`src/rtl/sir_reg_pkg.sv`:
```
// sir_reg_pkg: register offsets, unmapped read value and FSM encoding for sir_reg_bank
package sir_reg_pkg;
  localparam logic [7:0] OFS_VERSION    = 8'h00;
  localparam logic [7:0] OFS_SCRATCH    = 8'h04;
  localparam logic [7:0] OFS_PULSE      = 8'h08;
  localparam logic [7:0] OFS_IRQ_STATUS = 8'h0C;
  localparam logic [7:0] OFS_IRQ_EN     = 8'h10;
  localparam logic [7:0] OFS_IRQ_RAW    = 8'h14;
  localparam logic [7:0] OFS_CTRL0      = 8'h20;
  localparam logic [7:0] OFS_STAT0      = 8'h40;
  localparam logic [31:0] RD_UNMAPPED   = 32'hDEAD_BEEF;
  typedef enum logic [1:0] {IDLE, DECODE, ACK, HOLD} state_t;
endpackage

```
`src/rtl/sir_irq_ctrl.sv`:
```
// sir_irq_ctrl: rising-edge interrupt latch with W1C status, enable mask and registered irq
module sir_irq_ctrl #(
  parameter int IRQ_W = 16
) (
  input  logic             clk,
  input  logic             rst,
  input  logic [IRQ_W-1:0] irq_src,
  input  logic             clr_we,
  input  logic             en_we,
  input  logic [IRQ_W-1:0] wdat,
  output logic [31:0]      status,
  output logic [31:0]      en,
  output logic [31:0]      raw,
  output logic             irq
);
  logic [IRQ_W-1:0] src_q, prev_q, sts, en_r, rise;
  assign rise   = src_q & ~prev_q;
  assign status = 32'(sts);
  assign en     = 32'(en_r);
  assign raw    = 32'(irq_src);
  // a new edge in the same cycle as a W1C clear keeps the bit set
  always_ff @(posedge clk or posedge rst) begin
    if (rst) begin
      src_q  <= '0;
      prev_q <= '0;
      sts    <= '0;
      en_r   <= '0;
      irq    <= 1'b0;
    end else begin
      src_q  <= irq_src;
      prev_q <= src_q;
      sts    <= (clr_we ? sts & ~wdat : sts) | rise;
      en_r   <= en_we ? wdat : en_r;
      irq    <= |(sts & en_r);
    end
  end
endmodule

```
`src/rtl/sir_reg_bank.sv`:
```
// sir_reg_bank: one-page SIR register bank with version, scratch, pulse, IRQ, CTRL and STAT registers
module sir_reg_bank
  import sir_reg_pkg::*;
#(
  parameter logic [7:0]  BASE_PAGE = 8'h00,
  parameter logic [31:0] VERSION   = 32'h0001_0000,
  parameter int          IRQ_W     = 16
) (
  input  logic             clk,
  input  logic             rst,
  input  logic             sir_sel,
  input  logic [15:0]      sir_addr,
  input  logic             sir_read,
  input  logic [31:0]      sir_wdat,
  output logic [31:0]      sir_rdat,
  output logic             sir_dack,
  output logic [255:0]     ctrl_reg,
  input  logic [255:0]     stat_in,
  output logic [31:0]      ctrl_pulse,
  input  logic [IRQ_W-1:0] irq_src,
  output logic             irq
);
  state_t      state;
  logic [5:0]  w;
  logic        rd_q, wen, is_ctrl, is_stat, unused;
  logic [31:0] scratch, rd_val, irq_status, irq_en, irq_raw;
  assign unused  = ^sir_addr[1:0];
  assign wen     = state == DECODE && !rd_q;
  assign is_ctrl = w[5:3] == OFS_CTRL0[7:5];
  assign is_stat = w[5:3] == OFS_STAT0[7:5];
  sir_irq_ctrl #(.IRQ_W(IRQ_W)) u_irq (
    .clk    (clk),
    .rst    (rst),
    .irq_src(irq_src),
    .clr_we (wen && w == OFS_IRQ_STATUS[7:2]),
    .en_we  (wen && w == OFS_IRQ_EN[7:2]),
    .wdat   (sir_wdat[IRQ_W-1:0]),
    .status (irq_status),
    .en     (irq_en),
    .raw    (irq_raw),
    .irq    (irq)
  );
  always_comb begin
    rd_val = w == OFS_VERSION[7:2]    ? VERSION :
             w == OFS_SCRATCH[7:2]    ? scratch :
             w == OFS_PULSE[7:2]      ? 32'h0 :
             w == OFS_IRQ_STATUS[7:2] ? irq_status :
             w == OFS_IRQ_EN[7:2]     ? irq_en :
             w == OFS_IRQ_RAW[7:2]    ? irq_raw :
             is_ctrl                  ? ctrl_reg[{w[2:0], 5'b0} +: 32] :
             is_stat                  ? stat_in[{w[2:0], 5'b0} +: 32] :
                                        RD_UNMAPPED;
  end
  // page misses go straight to HOLD so the access is swallowed until sel drops
  always_ff @(posedge clk or posedge rst) begin
    if (rst) begin
      state      <= IDLE;
      w          <= '0;
      rd_q       <= 1'b0;
      sir_dack   <= 1'b0;
      sir_rdat   <= '0;
      scratch    <= '0;
      ctrl_reg   <= '0;
      ctrl_pulse <= '0;
    end else begin
      sir_dack   <= 1'b0;
      sir_rdat   <= '0;
      ctrl_pulse <= '0;
      case (state)
        IDLE: if (sir_sel) begin
          w     <= sir_addr[7:2];
          rd_q  <= sir_read;
          state <= sir_addr[15:8] == BASE_PAGE ? DECODE : HOLD;
        end
        DECODE: begin
          state    <= ACK;
          sir_dack <= 1'b1;
          if (rd_q) sir_rdat <= rd_val;
          else begin
            if (w == OFS_SCRATCH[7:2]) scratch <= sir_wdat;
            if (w == OFS_PULSE[7:2]) ctrl_pulse <= sir_wdat;
            if (is_ctrl) ctrl_reg[{w[2:0], 5'b0} +: 32] <= sir_wdat;
          end
        end
        ACK:  state <= HOLD;
        HOLD: if (!sir_sel) state <= IDLE;
        default: state <= IDLE;
      endcase
    end
  end
endmodule

```
`config.mk`:
```
export PLATFORM = sky130hd
export DESIGN_NAME = sir_reg_bank
export DESIGN_NICKNAME = d
export VERILOG_FILES = /design/src/rtl/sir_reg_pkg.sv /design/src/rtl/sir_irq_ctrl.sv /design/src/rtl/sir_reg_bank.sv
export SDC_FILE = /design/constraint.sdc
export NUM_CORES = 1
export LEC_CHECK = 0
export BUFFER_PORTS_ARGS = -buffer_cell sky130_fd_sc_hd__buf_4
export CORE_AREA = 2 2 251 253
export DETAILED_ROUTE_END_ITERATION = 16
export DIE_AREA = 0 0 253 255
export PLACE_DENSITY_LB_ADDON = 0.15
export SLEW_MARGIN = 30
export SYNTH_ARGS = -nofsm -noshare
export SYNTH_HDL_FRONTEND = slang
export SYNTH_SLANG_ARGS = --single-unit
```
`constraint.sdc`:
```
create_clock -name clk -period 17.2 [get_ports clk]
set_clock_uncertainty 0.15 [all_clocks]
set_input_delay 2.58 -clock clk [delete_from_list [all_inputs] [get_ports clk]]
set_output_delay 2.58 -clock clk [all_outputs]
set_load 0.01 [all_outputs]
```
After elaboration in Yosys (flattened, before gate mapping):

Index checks and enable logic that the tools add are counted.

* bits in registers: 427
* input port bits: 324
* output and inout port bits: 322
* logic and storage cells: 69

* $add $sub $neg: 1
* eq/ne operators: 12
* shift-type cells: 4
* muxes and demuxes: 20
* bitwise operators: 7
* reductions and logical operators: 12

Operators by type and width (count)
* 256-bit by 9-bit indexed part select with 32-bit output: 2
* 32-bit two-way mux: 13
* 256-bit bitwise mux: 1
* 32-bit by 10-bit variable shift with 256-bit output (first input constant): 1
* 32-bit by 10-bit indexed part select with 256-bit output: 1
* 16-bit AND: 3
* 16-bit inverter: 2
* 16-bit two-way mux: 1
* 16-bit bitwise OR: 1
* 16-bit OR reduction: 1
* 6-bit by 2-bit equality test with 1-bit output (second input constant): 2
* 6-bit by 3-bit equality test with 1-bit output (second input constant): 2
* 8-bit negator with 10-bit output: 1
* 8-bit zero test: 1
* 2-bit case mux with 4 select lines: 1
* 6-bit by 1-bit equality test with 1-bit output (second input constant): 1
* 6-bit zero test: 1
* 2-bit two-way mux: 3
* 3-bit AND reduction: 2
* 2-bit equality test (second input constant): 2
* 2-bit != test (second input constant): 2
* 2-bit AND reduction: 2
* 3-bit by 1-bit equality test with 1-bit output (second input constant): 1
* 3-bit by 2-bit equality test with 1-bit output (second input constant): 1
* other kinds (6): 8

Depth between registers and ports, before layout:

Gate-level depths: netlist of the first run.

* depth after elaboration: 11
* depth in mapped cells: 11
* mapped depth without buffers: 7

Modules after synthesis:

A second synthesis of the first run with hierarchy kept.

* cells, all modules: 1821
* area, all modules: 20963.9 µm²

Modules (own cells, without submodules)
* sir_reg_bank: instances 1, cells each 1597, area each 18251.3 µm², seq. area each 9058.7 µm²
* sir_irq_ctrl: instances 1, cells each 224, area each 2712.6 µm², seq. area each 1626.6 µm²

Least setup slack after synthesis of the first run:

No wires, ideal clock.

* kind: input-to-reg
* start point: input stat_in[241]
* end point: register sir_rdat[17]
* data arrival time: 3.422 ns
* slack: 13.507 ns
* stages on the path: 4
* buffers on the path: 0
* path through: mux4_2 a22oi_1 nand2_1 a22o_1

* longest elaborated chain between the ends: 11

Ends and longest elaborated chain
* from (decl): line sir_reg_bank.sv:18 `input logic [255:0] stat_in,`
* 256-bit by 9-bit indexed part select with 32-bit output: line sir_reg_bank.sv:51 `is_stat ? stat_in[{w[2:0], 5'b0} +: 32] :`
* 32-bit two-way mux: line sir_reg_bank.sv:51
* 32-bit two-way mux: line sir_reg_bank.sv:50 `is_ctrl ? ctrl_reg[{w[2:0], 5'b0} +: 32] :`
* 32-bit two-way mux: line sir_reg_bank.sv:49 `w == OFS_IRQ_RAW[7:2] ? irq_raw :`
* 32-bit two-way mux: line sir_reg_bank.sv:48 `w == OFS_IRQ_EN[7:2] ? irq_en :`
* 32-bit two-way mux: line sir_reg_bank.sv:47 `w == OFS_IRQ_STATUS[7:2] ? irq_status :`
* 32-bit two-way mux: line sir_reg_bank.sv:46 `w == OFS_PULSE[7:2] ? 32'h0 :`
* 32-bit two-way mux: line sir_reg_bank.sv:45 `w == OFS_SCRATCH[7:2] ? scratch :`
* 32-bit two-way mux: line sir_reg_bank.sv:44 `rd_val = w == OFS_VERSION[7:2] ? VERSION :`
* 32-bit two-way mux: line sir_reg_bank.sv:78 `if (rd_q) sir_rdat <= rd_val;`
* 32-bit two-way mux: line sir_reg_bank.sv:69 `case (state)`
* to (signal assigned): line sir_reg_bank.sv:78
* to (decl): line sir_reg_bank.sv:15 `output logic [31:0] sir_rdat,`

No other way between the ends.
A chain may end at the register's enable or synchronous reset.

Final worst setup path of the first run:

* start point: register w[1]
* end point: register ctrl_reg[141]

* longest elaborated chain between the ends: 3
* elaborated cells on any way between the ends: 4
* classes of those cells: add/sub: 1; shift: 2; mux: 1

Ends and longest elaborated chain
* from (decl): line sir_reg_bank.sv:24 `logic [5:0] w;`
* from (signal assigned): line sir_reg_bank.sv:71 `w <= sir_addr[7:2];`
* 8-bit negator with 10-bit output *: line sir_reg_bank.sv:82 `if (is_ctrl) ctrl_reg[{w[2:0], 5'b0} +: 32] <= sir_wdat;`
* 32-bit by 10-bit indexed part select with 256-bit output or 32-bit by 10-bit variable shift with 256-bit output (tied branches): line sir_reg_bank.sv:82
* 256-bit bitwise mux *: line sir_reg_bank.sv:82
* to (signal, indexed assignment): line sir_reg_bank.sv:82
* to (decl): line sir_reg_bank.sv:17 `output logic [255:0] ctrl_reg,`

Every way passes the cells marked *; elsewhere a longest branch is shown, timed or not.

==> results of run 1 <==
metrics by stage:
step                instances  utilization (%)  power [mW]  hold WS, ps
detailed placement       3089             41.5        3.36          214
global route             3178             44.0        4.60          235
global placement         3088             41.4        3.33          209
floorplan                1759                -        2.50          204
CTS                      3178             44.0        4.42          227
finish                   3179             44.1        4.37          226
cell usage after synthesis (2+ instances only):
cell / number / share of area [%]
sky130_fd_sc_hd__dfrtp_1: 427 / 53
sky130_fd_sc_hd__mux2i_1: 76 / 3.8
sky130_fd_sc_hd__nor3b_1: 3 / 0.11
sky130_fd_sc_hd__nor3_1: 3 / 0.074
sky130_fd_sc_hd__buf_1: 8 / 0.15
sky130_fd_sc_hd__o21ai_2: 10 / 0.43
sky130_fd_sc_hd__inv_1: 21 / 0.39
sky130_fd_sc_hd__nand3b_1: 3 / 0.11
sky130_fd_sc_hd__nand3_1: 12 / 0.30
sky130_fd_sc_hd__a21oi_1: 47 / 1.2
sky130_fd_sc_hd__nor4_2: 2 / 0.12
sky130_fd_sc_hd__clkbuf_1: 88 / 1.6
sky130_fd_sc_hd__o21ai_0: 200 / 5.0
sky130_fd_sc_hd__nor2_2: 2 / 0.062
sky130_fd_sc_hd__o2111ai_1: 3 / 0.13
sky130_fd_sc_hd__buf_4: 8 / 0.30
sky130_fd_sc_hd__or3b_2: 2 / 0.087
sky130_fd_sc_hd__mux2_2: 118 / 6.6
sky130_fd_sc_hd__nand4_1: 2 / 0.062
sky130_fd_sc_hd__o22ai_1: 19 / 0.59
sky130_fd_sc_hd__a22o_1: 25 / 1.1
sky130_fd_sc_hd__and2_1: 36 / 1.1
sky130_fd_sc_hd__nand2_1: 345 / 6.4
sky130_fd_sc_hd__buf_2: 34 / 0.84
sky130_fd_sc_hd__o221ai_1: 17 / 0.74
sky130_fd_sc_hd__buf_6: 2 / 0.11
sky130_fd_sc_hd__or3_4: 2 / 0.11
sky130_fd_sc_hd__mux4_2: 94 / 10
sky130_fd_sc_hd__o32a_1: 13 / 0.64
sky130_fd_sc_hd__ha_1: 11 / 0.68
sky130_fd_sc_hd__nor2_1: 50 / 0.93
sky130_fd_sc_hd__a22oi_1: 40 / 1.5
sky130_fd_sc_hd__and3_1: 9 / 0.28
sky130_fd_sc_hd__nor2b_1: 3 / 0.093
sky130_fd_sc_hd__nor4_1: 3 / 0.093
sky130_fd_sc_hd__a221oi_1: 4 / 0.17
sky130_fd_sc_hd__a211oi_1: 3 / 0.11
power by group through the flow:
| stage | Combinational (mW) | Sequential [mW] | Clock (mW) |
|---|---|---|---|
| after floorplan | 1.02 | 1.48 | 0 |
| after CTS | 1.85 | 1.51 | 1.06 |
| after detailed placement | 1.85 | 1.52 | 0 |
| final | 1.82 | 1.50 | 1.04 |
| after global placement | 1.82 | 1.51 | 0 |
| after global routing | 1.96 | 1.54 | 1.10 |
how the worst max path moves through the flow:
stage | from | to | slack [ps] | cells after the start
after global placement | w[1] | ctrl_reg[141] | 12420 | 6
final | w[1] | ctrl_reg[141] | 12410 | 6
after CTS | w[1] | ctrl_reg[152] | 12340 | 6
after detailed placement | w[1] | ctrl_reg[152] | 12360 | 6
after global routing | w[1] | ctrl_reg[147] | 12210 | 6
after floorplan | rst | ctrl_pulse[0] | 2580 | 1
layout make-up:
type / instances / area, um2
antenna: 1 / 2.50
clock buffer: 75 / 1460
clock inverter: 14 / 131
fill: 5913 / 34800
inverter: 22 / 90.1
multi-input combinational: 1170 / 8920
sequential: 427 / 10700
tap: 799 / 1000
timing repair buffer: 671 / 5090
cells by family after synthesis:
kind of cell               count (synthesis)
AOI/OAI and AO/OA                        385
DFF                                      427
and+or+nand+nor                          485
muxes                                    289
buffers and inverters                    162
adders and majority gates                 11
worst max-delay path, delay by kind of cell (launching register included):
| kind | cells | cell delay, ps |
|---|---|---|
| adders and majority gates | 2 | 1110 |
| buffers and inverters | 2 | 1260 |
| DFF | 1 | 810 |
| muxes | 1 | 400 |
| and+or+nand+nor | 1 | 900 |
per-layer routing:
metal | track usage (%) | part of all wire (%)
met5 | 0 | 0.046
met4 | 9.67 | 3.7
met3 | 5.85 | 6.6
met2 | 45.7 | 50
met1 | 32.1 | 39
==> Flow_metrics.wiki, run 1 <==
{| class="wikitable"
! Metric !! Value
|-
| Min-delay src || u_irq.src_q[12]
|-
| Cell-internal power || 2.69 mW
|-
| Overall routing resource usage || 26.3%
|-
| Fraction of power spent switching nets || 38.4%
|-
| Signed area change from the synthesized netlist to the final layout || 35.6%
|-
| Slew at the pin closest to its max-slew limit || roughly 1000 ps
|-
| Setup-failing EPs final || 0
|-
| Via count of the first global-routing pass || 17500
|-
| Cts bufs inserted || between 40 and 50
|-
| Distinct cells, synth || 51
|-
| Worst-Skew Late Latency || 590 ps
|-
| Clock share of power || 23.9%
|-
| Routability-driven placement congestion ratio || 0.892
|-
| Die outline area || ~0.065 mm2
|-
| Top-Level Pins || 646
|-
| Total number of H-tree levels || 2
|-
| Max-cap violations || 0
|-
| Cells on worst reg2reg path || 6
|-
| Pre-antenna DRT Iters || 5
|-
| Area fraction in compound gates after synthesis || between 10% and 20%
|-
| Clk sink count || approximately 430
|-
| RSZ-0062 raised after global routing || false
|-
| Worst stage delay on the critical path || 900 ps
|-
| Mean instance size in the synthesized netlist || 11.5 um2
|-
| Synthesized instance count || 1759
|-
| Cell Area, Synth || 0.0202 mm2
|-
| Syn. warnings || 0
|-
| Die height || 255 um
|-
| Post-detailed-routing wire length || between 80000 and 90000 um
|-
| Endpoint arrival time on the critical path || 5110 ps
|-
| Critical setup path kind || flip-flop to flip-flop
|-
| Commonest non-fill, non-tap cell in the layout || sky130_fd_sc_hd__buf_4
|-
| Dpl cell area || 0.0258 mm2
|-
| Most instantiated flip-flop cell in the synthesis netlist || sky130_fd_sc_hd__dfrtp_1
|-
| Placement Setup Slack || 12360 ps
|-
| Switching power || approximately 1.7 mW
|-
| Async S/R FF share, synth || between 90% and 100%
|-
| Area fraction in and, or, nand and nor cells after synthesis || around a tenth
|-
| Detail-routed net length per standard cell || roughly 27 um
|-
| CORE AREA || 0.0622 mm2
|-
| Period utilization || between 20% and 30%
|-
| Cell area after layout || 0.0274 mm2
|-
| Largest family of logic cells by synthesized area || multiplexers
|-
| Min-Delay Endpoint || u_irq.prev_q[12]
|-
| Number of nets with antenna violations after detailed routing || 0
|-
| Path class of the lowest-slack min-delay path || flip-flop to flip-flop
|-
| Mapped Nets || 2094
|-
| Cells traversed along the worst timing path || clkinv_1 > ha_1 > ha_1 > nor4b_4 > buf_4 > mux2_2
|-
| Number of max-slew violations in the final report || 0
|-
| Critical Path RT || 17520 ps
|-
| Setup slack of the critical path after layout || 12410 ps
|-
| Pwr dens || 159 mW/mm2
|-
| Fmax || 209 MHz
|-
| Seq/Total Area, Yosys || 52.9%
|-
| Maximum buffer depth of the clock tree || 3
|-
| CTS tree || built
|-
| Maximum number of pins on one net before global-route repair || between 100 and 150
|-
| Register-to-register setup slack || 12410 ps
|-
| Worst Setup End Kind || flip-flop
|-
| Post-CTS resize count || 0
|-
| P_leak || roughly 13 nW
|-
| Fraction of power consumed by combinational cells || 41.7%
|-
| Most Frequent Cell on Critical Path || sky130_fd_sc_hd__ha_1
|-
| Sum of negative setup slack || 0 ps
|-
| Slowest cell on the critical path || sky130_fd_sc_hd__nor4b_4
|-
| Flip-flop count of the largest register, all copies and words added || ~260
|-
| Global-route wire length before repair || around 120000 um
|-
| Portion of netlist area occupied by mux cells || 20.9%
|-
| Max VDD drop || 0.0984 mV
|-
| Clock-pin transition on the worst setup and hold timing paths || 60 ps
|-
| Estimated wirelength of the detail-placed design || 60200 um
|-
| Worst-case headroom to the max-slew limit || 31.6%
|-
| Starting Density || about a third
|-
| Number of vias after detailed routing || 16900
|-
| Number of DRC markers in iteration 0 || 1068
|-
| Final hold violation count || 0
|-
| Status || finished clean
|-
| Period minus WS final || 4790 ps
|-
| Antenna violations before repair || 5
|-
| Nets || 2676
|-
| XOR/XNOR share of the synthesized area || 0%
|-
| Number of synthesized flops with an enable pin || 0
|-
| DR vias/cell || 5.32
|-
| Number of cells on the worst hold path || 0
|-
| Overall overflow remaining after global route || 0
|-
| Seq cells post-synth || approximately 430
|-
| Postcts setup bufs || 0
|-
| Synth Area in Adders || 0.682%
|-
| Worst R2R End || ctrl_reg[141]
|-
| Post-CTS Hold Fix Bufs || 0
|-
| Count of input and output buffers || around 640
|-
| Max FO, Critical Path || 40
|-
| CTS root buf || sky130_fd_sc_hd__clkbuf_16
|-
| Width of the chip || 253 um
|-
| Sequential Power Share || 34.4%
|-
| DRC violations left || 0
|-
| Worst R2R Start || w[1]
|-
| Row cnt || 92
|-
| Type of origin of the critical path || flip-flop
|-
| Most frequent cells in the layout || sky130_fd_sc_hd__buf_4, sky130_fd_sc_hd__dfrtp_1, sky130_fd_sc_hd__nand2_1
|-
| Share of cells above drive strength 1 || 41.9%
|}
No activity file was read; power rests on OpenSTA's default activity.
==> inputs of run 2 (changes only) <==
==> constraint.sdc (replaced) <==
create_clock -name clk -period 4.8 [get_ports clk]
set_clock_uncertainty 0.15 [all_clocks]
set_input_delay 0.72 -clock clk [delete_from_list [all_inputs] [get_ports clk]]
set_output_delay 0.72 -clock clk [all_outputs]
set_load 0.01 [all_outputs]
==> run 2 against run 1 <==
Effect of this change:
- worst hold slack got worse by 120 ps
- die area unchanged
- sequential share of layout area decreased by 0.15 points
- register-to-register slack got worse by 11000 ps
- cell count increased by 0.38%
- fmax increased by 34%
- sequential cell count unchanged
- first-iteration DRC count increased by 1.8%
- combinational power increased to 3.7 times the previous value
- routed wire length decreased by 0.57%
- critical path depth unchanged
- critical path type unchanged
- largest power group unchanged
- highest routed layer unchanged
==> Flow_metrics.wiki, run 2 (synthesized netlist as in run 1, its figures left out) <==
{| class="wikitable"
! Metric !! Value
|-
| Post-detailed-routing wire length || roughly 86000 um
|-
| Critical setup path kind || flip-flop to flip-flop
|-
| Clk sink count || 427
|-
| Worst-Skew Late Latency || 580 ps
|-
| Global-route wire length before repair || 123000 um
|-
| Worst-case headroom to the max-slew limit || 37.3%
|-
| Number of vias after detailed routing || 17000
|-
| Maximum buffer depth of the clock tree || 3
|-
| Detail-routed net length per standard cell || 26.9 um
|-
| Share of cells above drive strength 1 || a little over two fifths
|-
| Slew at the pin closest to its max-slew limit || 940 ps
|-
| Pwr dens || 567 mW/mm2
|-
| Width of the chip || 253 um
|-
| Worst R2R End || ctrl_reg[9]
|-
| Period minus WS final || 3580 ps
|-
| Number of cells on the worst hold path || 1
|-
| Signed area change from the synthesized netlist to the final layout || 36.1%
|-
| CORE AREA || 0.0622 mm2
|-
| CTS root buf || sky130_fd_sc_hd__clkbuf_16
|-
| Die outline area || 0.0645 mm2
|-
| Min-Delay Endpoint || u_irq.src_q[12]
|-
| Flip-flop count of the largest register, all copies and words added || roughly 260
|-
| Nets || 2695
|-
| Status || finished clean
|-
| Max FO, Critical Path || 22
|-
| Die height || 255 um
|-
| Post-CTS Hold Fix Bufs || 0
|-
| Estimated wirelength of the detail-placed design || 61100 um
|-
| Fmax || 279 MHz
|-
| Commonest non-fill, non-tap cell in the layout || sky130_fd_sc_hd__buf_4
|-
| Max-cap violations || 0
|-
| DR vias/cell || 5.32
|-
| Count of input and output buffers || 643
|-
| P_leak || 12.9 nW
|-
| Number of max-slew violations in the final report || 0
|-
| Number of DRC markers in iteration 0 || around 1100
|-
| Register-to-register setup slack || between 1000 and 1500 ps
|-
| Endpoint arrival time on the critical path || 3890 ps
|-
| Clock-pin transition on the worst setup and hold timing paths || 60 ps
|-
| Maximum number of pins on one net before global-route repair || approximately 100
|-
| WHS || approximately 110 ps
|-
| Row cnt || 92
|-
| RSZ-0062 raised after global routing || false
|-
| Overall overflow remaining after global route || 0
|-
| Pre-antenna DRT Iters || 5
|-
| Worst R2R Start || w[0]
|-
| Setup-failing EPs final || 0
|-
| Max VDD drop || between 0.2 and 0.3 mV
|-
| Via count of the first global-routing pass || 17600
|-
| Area taken by multi-input logic gates || 0.00892 mm2
|-
| Min-delay src || irq_src[12]
|-
| Flip-flop and latch area || 0.0107 mm2
|-
| Period utilization || between 70% and 80%
|-
| Routability-driven placement congestion ratio || approximately 0.87
|-
| Starting Density || about a third
|-
| Postcts setup bufs || 0
|-
| Antenna violations before repair || 8
|-
| DRC violations left || 0
|-
| Sum of negative setup slack || 0 ps
|-
| Critical Path RT || between 5000 and 6000 ps
|-
| CTS tree || built
|-
| Worst Setup End Kind || flip-flop
|-
| Post-CTS resize count || 0
|-
| Layout filler cell count || 5863
|-
| Number of nets with antenna violations after detailed routing || 0
|-
| Cells on worst reg2reg path || 6
|-
| Cts bufs inserted || 49
|-
| Overall routing resource usage || 26.3%
|-
| Final hold violation count || 0
|-
| Path class of the lowest-slack min-delay path || primary input to flip-flop
|-
| Total number of H-tree levels || 2
|-
| Most frequent cells in the layout || sky130_fd_sc_hd__buf_4, sky130_fd_sc_hd__dfrtp_1, sky130_fd_sc_hd__nand2_1
|-
| Top-Level Pins || around 650
|-
| Type of origin of the critical path || flip-flop
|}
## run 2: cell types whose count changed in the layout (fill, tap and decap cells not counted), moves of 3 or more
cell / before / now
sky130_fd_sc_hd__buf_12: 2 / 7
sky130_fd_sc_hd__buf_4: 666 / 683
sky130_fd_sc_hd__clkinv_2: 9 / 6
sky130_fd_sc_hd__clkinvlp_4: 0 / 3
## run 2: critical path: stages, from the launching register on
cell and delay, ps:
sky130_fd_sc_hd__dfrtp_4 660, sky130_fd_sc_hd__inv_1 200, sky130_fd_sc_hd__ha_1 370, sky130_fd_sc_hd__ha_1 480, sky130_fd_sc_hd__nand4bb_4 770, sky130_fd_sc_hd__buf_4 480
sky130_fd_sc_hd__mux2_2 290
## run 2: area by class of cell
type	instances	share of cell area [%]
Tap cell	799	3.64
Clock inverter	11	0.492
Clock buffer	70	5.00
Antenna cell	2	0.0182
Inverter	22	0.314
Multi-Input combinational cell	1170	32.5
Timing Repair Buffer	690	19.2
Sequential cell	427	38.9
## run 2: how the worst max path moves through the flow
stage	start	endpoint	slack [ps]	cells after the start
final	w[0]	ctrl_reg[9]	1220	6
after global routing	w[0]	ctrl_reg[9]	1110	6
after CTS	w[0]	ctrl_reg[9]	1240	6
after detailed placement	w[0]	ctrl_reg[10]	1260	6
after global placement	w[0]	ctrl_reg[10]	1270	6
after floorplan	rst	ctrl_pulse[0]	-1830	1
## run 2: layer usage
| metal | wire (um) | GRT usage (%) |
|---|---|---|
| met5 | 79 | 0 |
| met4 | 3220 | 9.74 |
| met3 | 6380 | 6.97 |
| met2 | 42700 | 45.4 |
| met1 | 33300 | 31.5 |
## run 2: power breakdown
| part | leakage (nW) | switching, mW | internal (mW) | total [mW] |
|---|---|---|---|---|
| registers | 4.69 | 0.814 | 4.48 | 5.29 |
| clock network | 0.737 | 1.51 | 2.13 | 3.64 |
| logic | 7.48 | 3.63 | 3.03 | 6.66 |
## run 2: through the flow
step / power (mW) / setup WS [ps] / area, um2 / std cells / util [%]
floorplan: 8.96 / -1830 / 20200 / 1759 / -
global placement: 12.0 / 1270 / 26000 / 3108 / 41.8
detailed placement: 12.1 / 1260 / 26000 / 3108 / 41.8
CTS: 15.8 / 1240 / 27500 / 3189 / 44.2
global route: 16.5 / 1110 / 27500 / 3189 / 44.2
finish: 15.6 / 1220 / 27500 / 3191 / 44.2
